File: src/rtl/apb_slave.sv
// apb_slave: APB3-style slave over an 8-bit register memory with programmable wait states.
// Define APB_SLAVE_WPROT_EN to make addresses RO_BASE..MEM_DEPTH-1 read-only.
module apb_slave #(
    parameter int MEM_DEPTH   = 64,
    parameter int WAIT_STATES = 0,
    parameter int RO_BASE     = 192
) (
    input  logic       clk,
    input  logic       preset,
    input  logic       psel0,
    input  logic       penable,
    input  logic       pwrite,
    input  logic [7:0] pwdata,
    input  logic [7:0] paddr,
    output logic       pready,
    output logic       pslverr,
    output logic [7:0] prdata
);

    localparam int AW = (MEM_DEPTH > 1) ? $clog2(MEM_DEPTH) : 1;

`ifdef APB_SLAVE_WPROT_EN
    localparam bit WPROT_ON = 1'b1;
`else
    localparam bit WPROT_ON = 1'b0;
`endif

    typedef enum logic [1:0] {IDLE, SETUP, ACCESS, DONE} state_t;

    state_t         state;
    state_t         stateNext;
    logic [3:0]     waitCnt;
    logic [3:0]     waitCntNext;
    logic           preadyNext;
    logic           doXfer;
    logic           inRange;
    logic           wrProt;
    logic           errNow;
    logic [AW-1:0]  memIdx;
    logic [7:0]     mem [0:MEM_DEPTH-1];

    // Address decode: range check, optional read-only window, memory index.
    always_comb begin
        inRange = ({1'b0, paddr} < 9'(MEM_DEPTH));
        wrProt  = WPROT_ON && pwrite && ({1'b0, paddr} >= 9'(RO_BASE));
        errNow  = !inRange || wrProt;
        memIdx  = paddr[AW-1:0];
    end

    // Next-state logic; doXfer marks the single edge where the transfer commits with pready.
    always_comb begin
        stateNext   = state;
        waitCntNext = waitCnt;
        preadyNext  = 1'b0;
        doXfer      = 1'b0;
        case (state)
            IDLE, SETUP: begin
                if (!psel0) begin
                    stateNext = IDLE;
                end else if (!penable) begin
                    stateNext = SETUP;
                end else begin
                    stateNext   = ACCESS;
                    waitCntNext = '0;
                    if (WAIT_STATES == 0) begin
                        preadyNext = 1'b1;
                        doXfer     = 1'b1;
                    end
                end
            end
            ACCESS: begin
                if (!psel0) begin
                    stateNext = IDLE;
                end else if (pready) begin
                    stateNext = DONE;
                end else begin
                    waitCntNext = waitCnt + 4'd1;
                    if (({1'b0, waitCnt} + 5'd1) == 5'(WAIT_STATES)) begin
                        preadyNext = 1'b1;
                        doXfer     = 1'b1;
                    end
                end
            end
            DONE: begin
                if (!psel0) begin
                    stateNext = IDLE;
                end else if (!penable) begin
                    stateNext = SETUP;
                end
            end
            default: stateNext = IDLE;
        endcase
    end

    // State register and registered bus outputs.
    always_ff @(posedge clk) begin
        if (!preset) begin
            state   <= IDLE;
            waitCnt <= '0;
            pready  <= 1'b0;
            pslverr <= 1'b0;
            prdata  <= '0;
        end else begin
            state   <= stateNext;
            waitCnt <= waitCntNext;
            pready  <= preadyNext;
            pslverr <= doXfer && errNow;
            if (doXfer && !pwrite) begin
                prdata <= inRange ? mem[memIdx] : 8'h00;
            end
        end
    end

    // Register memory; reset wipes every location.
    always_ff @(posedge clk) begin
        if (!preset) begin
            for (int i = 0; i < MEM_DEPTH; i++) begin
                mem[i] <= '0;
            end
        end else if (doXfer && pwrite && inRange && !wrProt) begin
            mem[memIdx] <= pwdata;
        end
    end

endmodule

File: config.mk
export PLATFORM = sky130hd
export DESIGN_NAME = apb_slave
export DESIGN_NICKNAME = d
export VERILOG_FILES = /design/src/rtl/apb_slave.sv
export SDC_FILE = /design/constraint.sdc
export NUM_CORES = 1
export LEC_CHECK = 0
export CORE_MARGIN = 2
export CORE_UTILIZATION = 27
export CTS_BUF_LIST = sky130_fd_sc_hd__clkbuf_8 sky130_fd_sc_hd__clkbuf_16
export DETAILED_ROUTE_END_ITERATION = 10
export PLACE_DENSITY = 0.48
export SETUP_SLACK_MARGIN = 0.5
export SYNTH_ARGS = -nofsm -noshare
export SYNTH_HDL_FRONTEND = slang
export SYNTH_SLANG_ARGS = --single-unit
export TNS_END_PERCENT = 5
File: constraint.sdc
create_clock -name clk -period 3.1 [get_ports clk]
set_input_delay 0.775 -clock clk [delete_from_list [all_inputs] [get_ports clk]]
set_output_delay 0.775 -clock clk [all_outputs]
set_load 0.05 [all_outputs]
Yosys cells after proc, flatten, opt, wreduce, memory -nomap -nowiden. Memory sizes are Yosys's and may differ from the RTL's. Index checks and enable logic that the tools add are counted.

Bits in writable memories: 512. Word-level logic and storage cells: 57. Register bits: 16. Memories: 1.

$lt $le $gt $ge: 1. Eq/ne operators: 9. Reduce and logical (&&, ||, !) cells: 13. Mux-type cells: 26. $add $sub $neg: 2.

Memories: mem (depth 64, width 8, rd ports 1, clocked after Yosys merged registers in 0, wr ports 64, line 40) `logic [7:0] mem [0:MEM_DEPTH-1];`.

Operators with widths (number): 2-to-1 mux 4 bit (4); 2-to-1 mux 8 bit (2); 2-to-1 mux 2 bit (6); 2-to-1 mux 1 bit (10); < comparator 8 x 7 -> 1 bit (second input constant) (1); inequality test 2 bit (second input constant) (4); case mux 4 bit (2 select lines) (1); OR reduction 8 bit (1); 2-to-1 mux 6 bit (1); inequality test 3 bit (second input constant) (2); case mux 2 bit (3 select lines) (1); adder 4 x 1 -> 5 bit (second input constant) (1); logical NOT 5 bit (1); AND reduction 5 bit (1); adder 4 x 1 -> 4 bit (second input constant) (1); equality test 2 bit (second input constant) (2); logical AND 1 bit (4); equality test 2 x 1 -> 1 bit (second input constant) (1); logical NOT 1 bit (2); logical NOT 2 bit (1); case mux 1 bit (2 select lines) (1); AND reduction 2 bit (1); nonzero test 2 bit (1); OR reduction 2 bit (1).

Longest topological paths before layout.
Depth in word-level cells: 13. Gate-level depth with buffers: 10. Depth with buffers taken out: 7.

Worst setup path after synthesis. No wires, ideal clock.

Kind: input-to-reg. From: input port paddr[3]. To: memory mem[38][0], enable pin. Data required time: 2.716 ns. Buffers on the path: 3. Setup slack: 0.114 ns. Setup time: 0.384 ns. Stages on the path: 6. Arrival: 2.602 ns. Cells stage by stage: buf_2 or3b_2 buf_2 or2_1 clkbuf_1 o21ai_0.

RTL lines: from (decl) (line 14) `input logic [7:0] paddr,`; to (decl) (line 40).

Worst setup path in the final report.
From: input port paddr[0]. To: register prdata[2].

Cells in the longest elaborated chain, start to end: 2. Elaborated cells on any way between the ends: 3.

Ends and longest elaborated chain: memory (64 x 8 bit) or < comparator 8 x 7 -> 1 bit (tied branches); 2-to-1 mux 8 bit (*) (line 109) `prdata <= inRange ? mem[memIdx] : 8'h00;`; to (signal assigned) (line 109); to (decl) (line 17) `output logic [7:0] prdata`.

Mark *: on every way between the ends. The rest lies on a longest branch, timed or not. A chain may end at the register's enable or synchronous reset.

==> impl_metrics.py <==
metrics = {
    "route": {
        "dr.first_iter.drc_count": 1199,
        "drc": 0,
        "via_per_inst": 4.75,
        "wl_per_cell_um": 22.7,
        "ant_nets": 0,
        "wirelength_mm": 76.8,
        "drt_first_pass_iters": 5,
        "dr_total_vias": 16000,
    },
    "floorplanning": {
        "die_w_um": 309,
        "initial_core_util_pct": 27.3,
        "core_um2": 91900,
        "dieArea_um2": 95600,
        "rows": 111,
        "ioPinCount": 31,
        "die-height_um": 309,
    },
    "timing": {
        "period_share_pct": 84.2,
        "skew_ns": 0.0291,
        "fin_setup_tns_ns": 0,
        "worstMarginPinSlew_ns": 0.969,
        "rsz0062_at_grt": "true",
        "timing.hold.ws_ns": 0.522,
        "hold_viol_final": 0,
        "timing.fmax_mhz": 383,
        "slew_headroom_pct": 35.4,
        "slew_violations": 0,
        "layout_min_cycle_time_ns": 2.61,
        "setup_viol": 0,
    },
    "yosys": {
        "ys_types": 53,
        "synth_flop_cell": "edfxtp_1",
        "synth_edf_count": 512,
        "ys_ff_latch": 528,
        "yosysWarnings": 0,
        "syn_nets": 1863,
        "seq_area_frac_synth_pct": 62.4,
        "syn_inst": 1840,
        "synthArstFlopShare_pct": 0,
        "syn_area_per_cell_um2": 13.7,
        "synth.cell_area_um2": 25100,
    },
    "cells_and_area": {
        "utilization_pct": 34.3,
        "multi_input_comb_area_um2": 8790,
        "areaGrowthSynthToFinish_pct": 25.4,
        "layout-drive-gt1-share_pct": 23.6,
        "regArea_um2": 15700,
        "fill_cells": 8988,
        "layout_common_cells": "and2_1 (512), edfxtp_1 (512), buf_4 (238)",
        "fin_nets": 2108,
        "final_cells": 3379,
    },
    "pwr": {
        "finalPower_mw": 16.8,
        "ir_drop_uv": 353,
        "p_per_area_nw_per_um2": 532,
        "leakage_nw": 12.4,
    },
    "clock_network": {
        "ctsHtreeMaxLevel": 2,
        "cts_sinks": 528,
        "cts_hold_buffers": 0,
        "worstSkewPairLatency_ns": 0.64,
        "cts-buffers-inserted": 59,
        "cts_tree": "done",
        "cts_root_buf": "clkbuf_16",
        "clk_path_buf_depth": 3,
        "clkTransAtPathRegs_ns": 0.06,
    },
    "grt": {
        "grt_use_total_pct": 16.1,
        "grt.overflow.total": 0,
        "grt_pass1_wl_mm": 112,
        "grt_pass1_vias": 16300,
        "grt_max_degree": 65,
        "antenna_found_initial": 3,
    },
    "run_status": {
        "status": "completed",
    },
    "critical_path": {
        "start_kind": "primary input",
        "cp_max_fo": 13,
        "end_kind": "flop",
        "arrival_ns": 3.13,
        "critical_path_class": "in2reg",
        "cp.required_ns": 3.61,
    },
    "run": {
        "maxCapViolCount": 0,
    },
    "place": {
        "gp_congestion": 0.818,
        "place_inst": 3261,
        "hpwl_mm": 50.9,
        "io_buffers": 30,
    },
    "worst_hold_path": {
        "hold_class": "reg2reg",
    },
}
-- per-stage QoR --
| step | area, µm² | worst slack, ns |
|---|---|---|
| finish | 31500 | 0.488 |
| global route | 31500 | 0.415 |
| CTS | 31400 | 0.420 |
| detailed placement | 29500 | -0.181 |
| global placement | 29500 | -0.185 |
| floorplan | 25200 | 0.320 |
-- cells by family (layout without fill, tap and decap cells) --
family | Yosys count | after routing | share of synthesized area, %
simple gates | 705 | 705 | 19.8
flops | 528 | 528 | 62.4
compound gates | 313 | 313 | 9.51
buf+inv | 162 | 457 | 3.02
mux | 128 | 128 | 5.10
fa+ha+maj | 2 | 2 | 0.0995
xor+xnor | 2 | 2 | 0.0697
other cells | 0 | 1 | 0
-- area by class of cell --
type                    count  share of cell area, %
inverters                   5                 0.0595
clock buffers              60                   4.76
multi-input cells        1150                   27.9
repair buffers            341                   11.2
well taps                1243                   4.93
clock inverters            51                   1.39
flip-flops and latches    528                   49.8
diodes                      1                0.00793
-- report_power, final --
group,internal (mW),switching (mW)
combinational,0.597,0.945
clock,4.15,2.94
sequential,8.06,0.0978
-- per-layer routing --
metal	GRT usage, %	up-vias	wire length [µm]
met5	0	-	0
met4	4.93	0	2190
met3	2.75	115	4290
met2	26.8	424	36800
met1	21.3	8096	33600
li1	-	7403	-
-- worst paths after layout --
check	to	from	depth (start not counted)	slack [ns]
setup / recovery	prdata[2]	paddr[0]	10	0.49
hold / removal	waitCnt[1]	waitCnt[1]	2	0.52
setup reg to reg	mem[40][0]	waitCnt[0]	10	0.53
hold reg to reg	waitCnt[1]	waitCnt[1]	2	0.52
-- worst max-delay path, stage by stage --
cell and delay (ns):
clkdlybuf4s50_1 0.46, buf_12 0.17, nor2b_4 0.18, buf_12 0.17, buf_4 0.14, a221o_1 0.34, a21oi_1 0.35, o22ai_1 0.16
nor4_1 0.28, o21ai_1 0.08
-- sequential cells by signal, summed over array words and instances, names as in the netlist --
| register | count |
|---|---|
| pready | 1 |
| mem | 512 |
| waitCnt | 4 |
| pslverr | 1 |
| state | 2 |
| prdata | 8 |
-- synth_stat cells, drive strengths merged, types with 3 or more instances --
cell type | instances | area [µm²]
a21boi | 3 | 22.5
mux2i | 127 | 1270
and2 | 513 | 3210
nand3 | 3 | 20.0
nor3 | 65 | 1010
or3 | 3 | 23.8
o22a | 16 | 140
o21a | 15 | 113
a221o | 92 | 921
nand2 | 25 | 109
or2 | 3 | 18.8
a21oi | 47 | 235
nand2b | 60 | 383
nor2 | 12 | 45.0
nor2b | 5 | 33.8
dfxtp | 16 | 320
o21ai | 21 | 109
buf | 62 | 383
edfxtp | 512 | 15400
clkbuf | 95 | 357
a221oi | 36 | 315
inv | 5 | 18.8
o22ai | 77 | 482
nor4 | 7 | 43.8
nand3b | 3 | 22.5
-- what timing repair did --
action                                  CTS  global route
gates resized for setup                   9            12
endpoints found under the hold margin     0             0
endpoints found under the setup margin  337           376
pin swaps                                 1             5
cloned                                    0             2
buffers inserted                          0             4
(Power assumes the default switching activity.)
